**src/rtl/mem_responder_if.sv**
```systemverilog
// Request opcode type and the MemBus link between the cache and main memory.
package pkg;
  typedef enum logic [1:0] {
    INVALID = 2'd0,
    READ    = 2'd1,
    WRITE   = 2'd2
  } Op;
endpackage

interface MemBus;
  logic       rst;
  pkg::Op     req_op;
  logic [5:0] req_addr;
  logic [7:0] req_data;
  logic       rsp_vld;
  logic [7:0] rsp_data;

  modport responder (input rst, req_op, req_addr, req_data, output rsp_vld, rsp_data);
  modport requester (output rst, req_op, req_addr, req_data, input rsp_vld, rsp_data);
endinterface

```
**src/rtl/mem_responder.sv**
```systemverilog
// Main-memory responder: 64x8 store, immediate writes, reads answered after
// LATENCY edges through a valid/data delay line, saturating request counters.
module mem_responder #(
  parameter int LATENCY   = 2,
  parameter int CNT_WIDTH = 16
) (
  input  logic                 clk,
  input  logic                 rst_n,
  MemBus.responder             bus,
  output logic [CNT_WIDTH-1:0] n_reads,
  output logic [CNT_WIDTH-1:0] n_writes
);
  localparam logic [CNT_WIDTH-1:0] CNT_ONE = {{(CNT_WIDTH-1){1'b0}}, 1'b1};

  logic [7:0]           r_mem [64];
  logic                 r_rsp_vld;
  logic [7:0]           r_rsp_data;
  logic [CNT_WIDTH-1:0] r_n_reads;
  logic [CNT_WIDTH-1:0] r_n_writes;
  logic                 w_rd;
  logic                 w_wr;
  logic [7:0]           w_cap_data;
  logic                 w_tail_vld;
  logic [7:0]           w_tail_data;

  // A request on a bus-reset edge is dropped.
  assign w_rd       = !bus.rst && (bus.req_op == pkg::READ);
  assign w_wr       = !bus.rst && (bus.req_op == pkg::WRITE);
  assign w_cap_data = r_mem[bus.req_addr];

  always_ff @(posedge clk or negedge rst_n) begin
    if (!rst_n) begin
      for (int a = 0; a < 64; a++) begin
        r_mem[a] <= {2'b00, 6'(a)};
      end
    end else if (w_wr) begin
      r_mem[bus.req_addr] <= bus.req_data;
    end
  end

  generate
    if (LATENCY == 1) begin : g_direct
      assign w_tail_vld  = w_rd;
      assign w_tail_data = w_cap_data;
    end else begin : g_delay
      localparam int STAGES = LATENCY - 1;
      logic [STAGES-1:0] r_dl_vld;
      logic [7:0]        r_dl_data [STAGES];

      always_ff @(posedge clk or negedge rst_n) begin
        if (!rst_n) begin
          r_dl_vld <= '0;
          for (int i = 0; i < STAGES; i++) begin
            r_dl_data[i] <= 8'h00;
          end
        end else begin
          r_dl_vld[0]  <= w_rd;
          r_dl_data[0] <= w_cap_data;
          for (int i = 1; i < STAGES; i++) begin
            r_dl_vld[i]  <= r_dl_vld[i-1];
            r_dl_data[i] <= r_dl_data[i-1];
          end
          if (bus.rst) begin
            r_dl_vld <= '0;
          end
        end
      end

      assign w_tail_vld  = r_dl_vld[STAGES-1];
      assign w_tail_data = r_dl_data[STAGES-1];
    end
  endgenerate

  // Output stage: data only moves with a valid response so it holds between pulses.
  always_ff @(posedge clk or negedge rst_n) begin
    if (!rst_n) begin
      r_rsp_vld  <= 1'b0;
      r_rsp_data <= 8'h00;
    end else if (bus.rst) begin
      r_rsp_vld <= 1'b0;
    end else begin
      r_rsp_vld <= w_tail_vld;
      if (w_tail_vld) begin
        r_rsp_data <= w_tail_data;
      end
    end
  end

  always_ff @(posedge clk or negedge rst_n) begin
    if (!rst_n) begin
      r_n_reads  <= '0;
      r_n_writes <= '0;
    end else if (bus.rst) begin
      r_n_reads  <= '0;
      r_n_writes <= '0;
    end else begin
      if (w_rd && (r_n_reads != '1)) begin
        r_n_reads <= r_n_reads + CNT_ONE;
      end
      if (w_wr && (r_n_writes != '1)) begin
        r_n_writes <= r_n_writes + CNT_ONE;
      end
    end
  end

  assign bus.rsp_vld  = r_rsp_vld;
  assign bus.rsp_data = r_rsp_data;
  assign n_reads      = r_n_reads;
  assign n_writes     = r_n_writes;
endmodule

```
**src/flat_wrapper.sv**
```systemverilog
// flat-port wrapper written by rule: the top's interface ports become plain ports
module mem_responder_flat 
#(
  parameter int LATENCY   = 2,
  parameter int CNT_WIDTH = 16
)
  (clk, rst_n, n_reads, n_writes, bus_rst, bus_req_op, bus_req_addr, bus_req_data, bus_rsp_vld, bus_rsp_data);
  MemBus bus_i ();
  input  logic clk;
  input  logic rst_n;
  output logic [CNT_WIDTH-1:0] n_reads;
  output logic [CNT_WIDTH-1:0] n_writes;
  input wire logic [$bits(bus_i.rst)-1:0] bus_rst;
  input wire logic [$bits(bus_i.req_op)-1:0] bus_req_op;
  input wire logic [$bits(bus_i.req_addr)-1:0] bus_req_addr;
  input wire logic [$bits(bus_i.req_data)-1:0] bus_req_data;
  output wire logic [$bits(bus_i.rsp_vld)-1:0] bus_rsp_vld;
  output wire logic [$bits(bus_i.rsp_data)-1:0] bus_rsp_data;
  assign bus_i.rst = bus_rst;
  assign bus_i.req_op = bus_req_op;
  assign bus_i.req_addr = bus_req_addr;
  assign bus_i.req_data = bus_req_data;
  assign bus_rsp_vld = bus_i.rsp_vld;
  assign bus_rsp_data = bus_i.rsp_data;
  mem_responder #(.LATENCY(LATENCY), .CNT_WIDTH(CNT_WIDTH)) u_core (.clk(clk), .rst_n(rst_n), .bus(bus_i), .n_reads(n_reads), .n_writes(n_writes));
endmodule
```
**config.mk**
```make
export PLATFORM = sky130hd
export DESIGN_NAME = mem_responder_flat
export DESIGN_NICKNAME = d
export VERILOG_FILES = /design/src/rtl/mem_responder_if.sv /design/src/rtl/mem_responder.sv /design/src/flat_wrapper.sv
export SDC_FILE = /design/constraint.sdc
export NUM_CORES = 1
export LEC_CHECK = 0
export CAP_MARGIN = 10
export CORE_ASPECT_RATIO = 0.6
export CORE_MARGIN = 5
export CORE_UTILIZATION = 35
export DETAILED_ROUTE_END_ITERATION = 10
export PLACE_DENSITY = 0.61
export SETUP_SLACK_MARGIN = 0.1
export SYNTH_ARGS = -nofsm -noshare
export SYNTH_HDL_FRONTEND = slang
export SYNTH_SLANG_ARGS = --single-unit
```
**constraint.sdc**
```tcl
create_clock -name clk -period 2.37 [get_ports clk]
set_input_delay 0.474 -clock clk [delete_from_list [all_inputs] [get_ports clk]]
set_output_delay 0.474 -clock clk [all_outputs]
set_load 0.05 [all_outputs]
```
==> Word-level counts from Yosys, hierarchy flattened <==
Index checks and enable logic that the tools add are counted.
{ "totals": {"regBits": 562, "input_bits": 19, "out_inout_bits": 41} }
{ "classes": {"add_sub_neg": 2, "magnitude_cmp": 2, "n_eq_ne": 4, "n_mux": 12, "n_bitwise": 2, "n_reduce_logical": 9} }
{ "op_table": {"columns": ["op", "n"], "rows": [
  ["bitwise mux 512 bit", 1],
  ["2-to-1 mux 16 bit", 4],
  ["binary-select mux 8 bit (select 6 bit)", 1],
  ["demux 8 bit (select 6 bit)", 1],
  ["adder 16 x 1 -> 16 bit (second input constant)", 2],
  ["inequality test 16 bit (second input constant)", 2],
  ["2-to-1 mux 8 bit", 3],
  [">= comparator 7 bit (second input constant)", 1],
  ["less-than comparator 7 x 1 -> 1 bit (second input constant)", 1],
  ["inverter 6 -> 7 bit", 1],
  ["logical AND 1 bit", 5],
  ["nonzero test 2 bit", 2],
  ["== test 2 x 1 -> 1 bit (second input constant)", 1],
  ["== test 2 bit (second input constant)", 1],
  ["2-to-1 mux 1 bit", 2],
  ["AND reduction 2 bit", 1],
  ["zero test 1 bit", 1],
  ["inverter 1 bit", 1]
]} }

==> Depth between registers and ports, before layout <==
{ "depth": {"ltp_word": 6, "mapped_depth": 9, "depth_no_buf": 6} }

==> Worst setup path before layout <==
OpenSTA, ideal clock, no wires.
{ "synth_path": {"kind": "reg2reg", "start": "register u_core.r_n_reads[0], in the netlist u_core.n_reads[0]", "end": "register u_core.r_n_reads[13], in the netlist u_core.n_reads[13]", "arrival_ps": 1981, "t_required_ps": 2280, "setup_slack_ps": 299, "path_stages_with_launch": 8, "synth_period_minus_slack_ps": 2071, "path_cell_list": "dfrtp_1 > ha_1 > and3_1 > nand3_1 > o21ai_1 > buf_2 > or4_1 > o221ai_1"} }
{ "synth_between": {"elab_chain_len": 3} }
{ "synth_lines": {"columns": ["element", "line", "rtl"], "rows": [
  ["start: declaration", "mem_responder.sv:18", "logic [CNT_WIDTH-1:0] r_n_reads;"],
  ["start signal: assignment", "mem_responder.sv:98", "r_n_reads <= r_n_reads + CNT_ONE;"],
  ["adder 16 x 1 -> 16 bit / inequality test 16 bit (equally long branches)", "mem_responder.sv:98, mem_responder.sv:97", null],
  ["2-to-1 mux 16 bit / logical AND 1 bit (equally long branches)", "mem_responder.sv:97", "if (w_rd && (r_n_reads != '1)) begin"],
  ["2-to-1 mux 16 bit / nonzero test 2 bit (equally long branches)", null, null]
]} }
Parallel ways exist; a longest one is shown, timed or not. The select of a mux whose other input is x is not followed.
A chain may end at the register's enable or synchronous reset.

==> Worst setup path in the final report <==
{ "layout_path": {"start": "input bus_req_addr[2]", "end": "register u_core.g_delay.r_dl_data[7] (netlist name)"} }
{ "layout_between": {"elab_chain_len": 4} }
{ "layout_lines": {"columns": ["element", "line", "rtl"], "rows": [
  ["start: declaration", "flat_wrapper.sv:15", "input wire logic [$bits(bus_i.req_addr)-1:0] bus_req_addr;"],
  ["inverter 6 -> 7 bit (implied by the code)", "mem_responder.sv:29", "assign w_cap_data = r_mem[bus.req_addr];"],
  ["binary-select mux 8 bit (select 6 bit)", "mem_responder.sv:29", null],
  ["2-to-1 mux 8 bit (implied by the code) (2 in series)", "mem_responder.sv:29", null],
  ["net u_core.w_cap_data[7]", "mem_responder.sv:22", "logic [7:0] w_cap_data;"],
  ["end signal: indexed assignment", "mem_responder.sv:61", "r_dl_data[i] <= r_dl_data[i-1];"],
  ["end: declaration", "mem_responder.sv:48", "logic [7:0] r_dl_data [STAGES];"]
]} }
The timed path passes the listed nets, and every way through them passes these cells. The select of a mux whose other input is x is not followed.

==> results.json <==
{
  "start_util": 0.355,
  "route.detailed.drc": 0,
  "clk_latency_ps": 600,
  "first_pass_iters": 8,
  "cts_tree": "done",
  "port_buffers": 59,
  "wl_per_cell_um": 25.2,
  "rows": 77,
  "tightest_slew_ps": 913,
  "detail_route.wirelength_um": 77900,
  "crit_path_cell_trace": "buf_6 -> buf_4 -> buf_4 -> nor2_1 -> buf_12 -> a221oi_1 -> o21ai_0 -> a22oi_1 -> nand4_1 -> buf_4",
  "die_area_um2": 80900,
  "grt_antenna_before_repair": 3,
  "outcome": "finished clean",
  "worstPathArrival_ps": 2820,
  "finalHoldViolations": 0,
  "ir_drop_v": 0.000508,
  "cts_buffer_depth": 3,
  "max_freq_mhz": 424,
  "gp_congestion": 0.886,
  "cpPeakStageDelay_ps": 620,
  "drt_iter0_markers": 1603,
  "n_fill_cell": 6737,
  "grt.total_usage": 0.191,
  "leakagePower_nw": 14.6,
  "die_w_um": 364,
  "fin_crit_ps": 2360,
  "ioPinCount": 60,
  "drive_above_1_share": 0.567,
  "clock-root-buffer": "clkbuf_16",
  "grt_first_pass_wirelength_um": 118000,
  "min_path_type": "input pin to flip-flop",
  "startpoint_type": "input pin",
  "gr-total-overflow": 0,
  "core_um2": 74100,
  "viasPerCell": 5.56,
  "async_flop_share": 1.00,
  "dpl.hpwl_um": 53800,
  "design_area_um2": 31500,
  "syn_nets": 1883,
  "crit_top_cell": "buf_4",
  "syn-cell-area_um2": 26300,
  "postSynthAreaPerCell_um2": 14.1,
  "yosysUniqueCellTypes": 75,
  "crit_type": "input pin to flip-flop",
  "detail-route-antenna-nets": 0,
  "cts_setup_buffers": 0,
  "required_ps": 2830,
  "setup_viol": 0,
  "busiest_layer": "met1",
  "critPathCaptureType": "flip-flop",
  "finalCritPeriodShare": 0.994,
  "grt_max_degree": 108,
  "syn_inst": 1862,
  "post_dp_cell_area_um2": 29700,
  "cts_buffers": 52,
  "area_growth_pct": 19.9,
  "gr-usage-met2": 0.261,
  "grt_pass1_vias": 17865,
  "global_route.usage.met3": 0.0776,
  "antennaDiodeCount": 0,
  "slew_viol_final": 0,
  "cp_max_fo": 9,
  "nNetsFinal": 2091,
  "ys.flop_type": "dfrtp_1",
  "synth_seq_cells": 562,
  "cts.sinks": 562,
  "skew_ps": 25.6,
  "p_per_area_nw_per_um2": 684,
  "h-tree-depth": 2,
  "dp_slack_ps": -417,
  "grt_setup_unrepaired": "no",
  "ys_seq_area_frac": 0.544,
  "slew_headroom": 0.390,
  "cap_violations": 0,
  "worst_slack_ps": 14.1,
  "path_clk_slew_ps": 70,
  "synth_edf_count": 0,
  "yosys_warnings": 0,
  "dr_total_vias": 17229,
  "fp.dieH_um": 222,
  "crit_slowest_cell": "a221oi_1",
  "grtUsageMet1": 0.289
}
-- layout make-up --
class	count	area (um^2)	area share
clock inverters	23	309	0.00980
flip-flops and latches	562	14300	0.454
repair buffers	285	2790	0.0885
multi-input cells	1163	11400	0.360
inverters	6	22.5	0.000714
well taps	987	1230	0.0392
clock buffers	73	1500	0.0476
-- layer usage --
metal  vias up  share of wire
met4         6          0.013
met5         -        0.00044
met2       560           0.41
met1      9197           0.48
met3        97           0.10
li1       7369              -
-- cells in the final DEF, fill, tap and decap left out, types with 34 or more instances in the layout --
cell | Yosys | layout
mux2_2 | 543 | 543
dfrtp_1 | 370 | 370
dfstp_2 | 192 | 192
buf_4 | 11 | 180
mux2i_1 | 67 | 67
nand2_2 | 58 | 58
mux4_2 | 57 | 57
nand2_1 | 55 | 55
clkbuf_16 | 0 | 53
buf_12 | 0 | 46
nor2_1 | 44 | 44
a22oi_1 | 39 | 39
dlygate4sd2_1 | 0 | 36
a221oi_1 | 34 | 34
-- through the flow --
stage | hold slack [ps] | total power, mW | instances | TNS, ps | utilization
final | 191 | 21.6 | 3099 | 0 | 0.425
after global routing | 179 | 22.3 | 3099 | 0 | 0.425
after CTS | 170 | 21.7 | 3099 | 0 | 0.425
after detailed placement | 372 | 12.7 | 3002 | -62580 | 0.401
after global placement | 372 | 12.6 | 3002 | -54490 | 0.401
after floorplan | 178 | 11.6 | 1862 | 0 | -
-- repair_timing --
item                                    in CTS  in global routing
resized for setup                           36                  2
endpoints found under the setup margin      36                  2
hold buffers                                 1                  0
endpoints found under the hold margin       12                  0
pin swaps                                    0                  0
-- report_power, final --
group	switching, mW	internal [mW]
clock	3.84	5.19
combinational	1.20	0.929
sequential	0.247	10.2
-- worst max-delay path, delay by kind of cell --
| kind | cells | cell delay, ps |
|---|---|---|
| buf+inv | 5 | 960 |
| compound gates | 3 | 1070 |
| simple gates | 2 | 290 |
-- synth_stat cells (12+ instances only) --
| cell | count | area, um^2 |
|---|---|---|
| a21oi_1 | 20 | 100 |
| a221oi_1 | 34 | 298 |
| a22oi_1 | 39 | 293 |
| buf_2 | 43 | 215 |
| clkbuf_1 | 62 | 233 |
| dfrtp_1 | 370 | 9260 |
| dfstp_2 | 192 | 5040 |
| mux2_1 | 12 | 135 |
| mux2_2 | 543 | 6110 |
| mux2i_1 | 67 | 671 |
| mux4_2 | 57 | 1280 |
| nand2_1 | 55 | 206 |
| nand2_2 | 58 | 363 |
| nand3_1 | 25 | 125 |
| nor2_1 | 44 | 165 |
| o21ai_0 | 29 | 145 |
| o22ai_1 | 22 | 138 |
| xor2_1 | 18 | 158 |
-- cell families (layout without fill, tap and decap cells) --
group,count (synthesis),after routing,synth area share
AND/OR/NAND/NOR,268,268,0.0595
multiplexers,679,679,0.312
flip-flops,562,562,0.544
AO/OA/AOI/OAI,195,195,0.0530
XOR/XNOR,19,19,0.00633
buffers and inverters,137,387,0.0241
adder cells (fa/ha/maj),2,2,0.000952
-- flip-flops by register name (all words and copies together), names as in the netlist --
name	flops
u_core.bus.rsp_data	8
u_core.bus.rsp_vld	1
u_core.g_delay.r_dl_data	8
u_core.g_delay.r_dl_vld	1
u_core.n_reads	16
u_core.n_writes	16
u_core.r_mem	512
-- final timing paths --
| kind | end | from | cells past startpoint | slack [ps] |
|---|---|---|---|---|
| max in group asynchronous | u_core.r_mem[460]$_DFFE_PN0P_ | rst_n | 3 | 1090 |
| min | u_core.r_mem[132]$_DFFE_PN0P_ | bus_req_data[4] | 2 | 190 |
| max | u_core.g_delay.r_dl_data[7]$_DFF_PN0_ | bus_req_addr[2] | 10 | 10 |
| max reg2reg | u_core.n_reads[13]$_DFFE_PN0P_ | u_core.n_reads[0]$_DFFE_PN0P_ | 7 | 210 |
| min reg2reg | u_core.bus.rsp_data[7]$_DFFE_PN0P_ | u_core.g_delay.r_dl_data[7]$_DFF_PN0_ | 1 | 480 |
| min in group asynchronous | u_core.r_mem[168]$_DFFE_PN0P_ | rst_n | 2 | 350 |
No activity file was read; power rests on OpenSTA's default activity.
